--- src/rtl/pipe_skid_stage.sv ---
// Pipeline register stage with a 2-entry skid buffer, hold/flush control,
// occupancy reporting and a saturating stall counter.
//
// Ports:
//   clk, rst        clock, synchronous active-high reset
//   s_valid_i/s_ready_o/s_data_i   upstream handshake and payload
//   m_valid_o/m_ready_i/m_data_o   downstream handshake and registered payload
//   hold_i, flush_i                stage freeze / discard requests
//   clr_stat_i                     clear the stall counter
//   occupancy_o                    words held (0, 1 or 2)
//   stall_cnt_o                    saturating count of stalled cycles
module pipe_skid_stage #(
    parameter int unsigned       DATA_W      = 64,
    parameter logic [DATA_W-1:0] FLUSH_VALUE = 64'h0000_0013,
    parameter int unsigned       CNT_W       = 16
) (
    input  logic              clk,
    input  logic              rst,
    input  logic              s_valid_i,
    output logic              s_ready_o,
    input  logic [DATA_W-1:0] s_data_i,
    output logic              m_valid_o,
    input  logic              m_ready_i,
    output logic [DATA_W-1:0] m_data_o,
    input  logic              hold_i,
    input  logic              flush_i,
    input  logic              clr_stat_i,
    output logic [1:0]        occupancy_o,
    output logic [CNT_W-1:0]  stall_cnt_o
);

    typedef enum logic [1:0] {
        EMPTY = 2'd0,
        ONE   = 2'd1,
        FULL  = 2'd2
    } state_t;

    state_t            state_q;
    state_t            state_n;
    logic [DATA_W-1:0] main_q;
    logic [DATA_W-1:0] skid_q;
    logic [CNT_W-1:0]  cnt_q;

    logic main_valid;
    logic skid_valid;
    logic do_in;
    logic do_out;
    logic load_main;
    logic main_from_skid;
    logic load_skid;
    logic stall;

    assign main_valid = (state_q != EMPTY);
    assign skid_valid = (state_q == FULL);

    // s_ready_o depends only on registered state and hold_i,
    // never on m_ready_i.
    assign s_ready_o = ~skid_valid & ~hold_i;
    assign m_valid_o = main_valid & ~hold_i;

    assign do_in  = s_valid_i & s_ready_o & ~flush_i & ~hold_i;
    assign do_out = main_valid & m_ready_i & ~hold_i;
    assign stall  = main_valid & ~(m_ready_i & ~hold_i);

    always_comb begin
        state_n        = state_q;
        load_main      = 1'b0;
        main_from_skid = 1'b0;
        load_skid      = 1'b0;
        unique case (state_q)
            EMPTY: begin
                if (do_in) begin
                    state_n   = ONE;
                    load_main = 1'b1;
                end
            end
            ONE: begin
                if (do_in && !do_out) begin
                    state_n   = FULL;
                    load_skid = 1'b1;
                end else if (do_in && do_out) begin
                    load_main = 1'b1;
                end else if (do_out) begin
                    state_n = EMPTY;
                end
            end
            FULL: begin
                if (do_out) begin
                    state_n        = ONE;
                    load_main      = 1'b1;
                    main_from_skid = 1'b1;
                end
            end
            default: begin
                state_n = EMPTY;
            end
        endcase
    end

    always_ff @(posedge clk) begin
        if (rst) begin
            state_q <= EMPTY;
            main_q  <= FLUSH_VALUE;
            skid_q  <= FLUSH_VALUE;
        end else if (flush_i) begin
            // An out-transfer in this cycle still completes downstream;
            // everything left in the stage is dropped.
            state_q <= EMPTY;
            main_q  <= FLUSH_VALUE;
            skid_q  <= FLUSH_VALUE;
        end else begin
            state_q <= state_n;
            if (load_main) begin
                main_q <= main_from_skid ? skid_q : s_data_i;
            end
            if (load_skid) begin
                skid_q <= s_data_i;
            end
        end
    end

    always_ff @(posedge clk) begin
        if (rst) begin
            cnt_q <= '0;
        end else if (clr_stat_i) begin
            cnt_q <= '0;
        end else if (stall && (cnt_q != {CNT_W{1'b1}})) begin
            cnt_q <= cnt_q + {{(CNT_W-1){1'b0}}, 1'b1};
        end
    end

    always_comb begin
        occupancy_o = 2'd0;
        unique case (state_q)
            EMPTY:   occupancy_o = 2'd0;
            ONE:     occupancy_o = 2'd1;
            FULL:    occupancy_o = 2'd2;
            default: occupancy_o = 2'd0;
        endcase
    end

    assign m_data_o    = main_q;
    assign stall_cnt_o = cnt_q;

endmodule

--- config.mk ---
export PLATFORM = sky130hd
export DESIGN_NAME = pipe_skid_stage
export DESIGN_NICKNAME = d
export VERILOG_FILES = /design/src/rtl/pipe_skid_stage.sv
export SDC_FILE = /design/constraint.sdc
export NUM_CORES = 1
export LEC_CHECK = 0
export ABC_AREA = 1
export CORE_ASPECT_RATIO = 0.8
export CORE_MARGIN = 2
export CORE_UTILIZATION = 40
export DETAILED_ROUTE_END_ITERATION = 7
export HOLD_SLACK_MARGIN = 0.05
export PLACE_DENSITY = 0.65
export SKIP_LAST_GASP = 1
export SYNTH_ARGS = -nofsm -noshare
export SYNTH_HDL_FRONTEND = slang
export SYNTH_SLANG_ARGS = --single-unit
export TNS_END_PERCENT = 100
--- constraint.sdc ---
create_clock -name clk -period 1.55 [get_ports clk]
set_clock_uncertainty 0.1 [all_clocks]
set_input_delay 0.3875 -clock clk [delete_from_list [all_inputs] [get_ports clk]]
set_output_delay 0.3875 -clock clk [all_outputs]
set_load 0.005 [all_outputs]
==> qor.yml <==
run_status:
  status: "finished with violations"
  violations: "setup timing"
pwr:
  vdd_drop_max_mv: 0.8003
  power_switching_uw: 2171
  p_clk_frac: 0.477
  leakagePower_uw: 0.004961
  p_sw_frac: 0.2466
  seqPwrFrac: 0.433
  power_frac_comb: 0.089
  intPower_uw: 6632
  p_per_area_nw_per_um2: 864.8
placement:
  placement.io_buffers: 154
  place_hpwl_mm: 11.14
  gp_congestion: 0.7487
  pre_cts_ws_ns: -0.5872
detailed_routing:
  totalWireLength_mm: 19.46
  drc: 0
  drt-wirelength-per-cell_um: 13.47
  firstDrtPassIters: 5
  via_per_inst: 4.688
  drtIter0Drc: 296
  antenna_left: 0
  routed-via-count: 6774
sta:
  slew_headroom: 0.8203
  finalSetupViolations: 133
  setup_ws_ns: -0.2104
  min_period_ns: 1.760
  drv_slew: 0
  hold_slack_ns: 0.3656
  hold_viol: 0
  min_period_over_period: 1.136
  fmax_mhz: 568.1
  rsz0062_at_grt: "yes"
  tightest_slew_ns: 0.2696
finish:
  postLayoutCoreUtil: 0.6381
  final_cell_mix: "nor2_1, nand2_1, dfxtp_1"
  layout-drive-gt1-share: 0.1814
  nets: 1288
  final_common_cell: "nor2_1"
  area_growth_pct: 54.74
grt:
  grt_pass1_vias: 6146
  antenna_found_initial: 1
  grt_pass1_wl_mm: 30.95
  grt_max_degree: 62
  overflow: 0
  track_usage: 0.2206
critical_path:
  end_kind: "primary output"
  required_ns: 1.06
  startpoint_type: "register"
  r2r_cells: 11
  worstPathArrival_ns: 1.27
  crit_type: "reg2out"
  cp_max_fo: 3
floorplanning:
  initial_core_util: 0.4124
  num_io_pins: 155
  rows: 41
  die_w_um: 147.4
  core_um2: 15950
  dieArea_um2: 17500
  fp.dieH_um: 118.7
min_path:
  hold_path_class: "reg2reg"
  holdPathStages: 2
clock_network:
  insertion_delay_ns: 0.43
  clock-sinks: 146
  htree_levels: 4
  clk_path_buf_depth: 2
  cts_root_buffer: "clkbuf_16"
  cts_tree: "yes"
  clk_pin_slew_ns: 0.06
  cts_buffers: 17
logic_synthesis:
  syn_inst: 1010
  synth.distinct_cells: 26
  syn_area_per_cell_um2: 6.514
  syn_nets: 1082
  yosys_register_bits: 146
  syn-cell-area_um2: 6579
  ys_warn_count: 0
  yosysSeqAreaShare: 0.4443
job:
  max_cap_violations: 0
power groups by stage:
stage / logic, µW / registers, µW / clock network, µW
after floorplan: 276 / 3900 / 0
after global placement: 701 / 3900 / 0
after detailed placement: 703 / 3900 / 0
after CTS: 743 / 3820 / 4280
after global routing: 859 / 3820 / 4470
final: 784 / 3820 / 4200
registers in the layout (all words and copies together), names as in the netlist:
signal       count
m_data_o        64
skid_q          64
stall_cnt_o     16
state_q          2
Yosys cell counts (all sizes together):
cell type / number / area share
a21oi: 12 / 0.0091
ha: 1 / 0.0019
nand4: 5 / 0.0048
xor2: 4 / 0.0053
nand3b: 2 / 0.0023
inv: 84 / 0.048
buf: 35 / 0.038
clkinv: 1 / 0.00057
clkbuf: 22 / 0.013
nand3: 21 / 0.017
dfxtp: 146 / 0.44
a21boi: 1 / 0.0011
nand2: 268 / 0.15
nor2: 283 / 0.17
xnor2: 1 / 0.0013
o21ai: 124 / 0.094
cells by family (layout without fill, tap and decap cells):
group	after synthesis	in the layout	synth area share
AO/OA/AOI/OAI	137	137	0.1046
XOR/XNOR	5	5	0.006656
adder cells (fa/ha/maj)	1	1	0.001902
buffers and inverters	142	360	0.09928
flip-flops	146	146	0.4443
other	0	1	0
AND/OR/NAND/NOR	579	580	0.3433
final cells by class:
cell class | count | area [µm²]
clock inverters | 15 | 168.9
diodes | 1 | 2.502
clock buffers | 17 | 425.4
flip-flops and latches | 146 | 2972
repair buffers | 243 | 2760
inverters | 85 | 331.6
multi-input cells | 723 | 3251
well taps | 215 | 269.0
fillers | 1465 | 5774
what timing repair did:
item	CTS	global route
buffers inserted	9	2
pin swaps	5	32
gates resized for setup	182	132
gates cloned	11	6
hold endpoints to repair	0	0
setup endpoints to repair	227	163
hold buffers	0	0
routing by layer:
layer / vias up / global-route usage / routed length (µm)
met1: 3052 / 0.2975 / 9003
met5: - / 0 / 0
met2: 180 / 0.3455 / 9084
met3: 24 / 0.05753 / 1073
met4: 0 / 0.06971 / 300
li1: 3518 / - / -
stage by stage:
step                      total power, µW  instances  area, µm²  setup TNS (ns)
after global placement               4602       1384       8778          -75.27
after CTS                            8843       1436       9831          -15.06
after detailed placement             4604       1384       8778          -75.73
after global routing                 9151       1445      10180          -23.86
final                                8803       1445      10180          -13.38
after floorplan                      4179       1010       6599               0
path summary, 6_finish.rpt:
check	from	endpoint	slack, ns
max	state_q[0]	s_ready_o	-0.21
min	m_data_o[33]	m_data_o[33]	0.37
max reg2reg	state_q[0]	m_data_o[36]	-0.20
min reg2reg	m_data_o[33]	m_data_o[33]	0.37
critical path: stages (launching register included):
cell and delay [ns]:
dfxtp_2 0.32, buf_6 0.12, nor2_8 0.12, buf_12 0.11, nor2_4 0.03, buf_2 0.14
(Power assumes the default switching activity.)
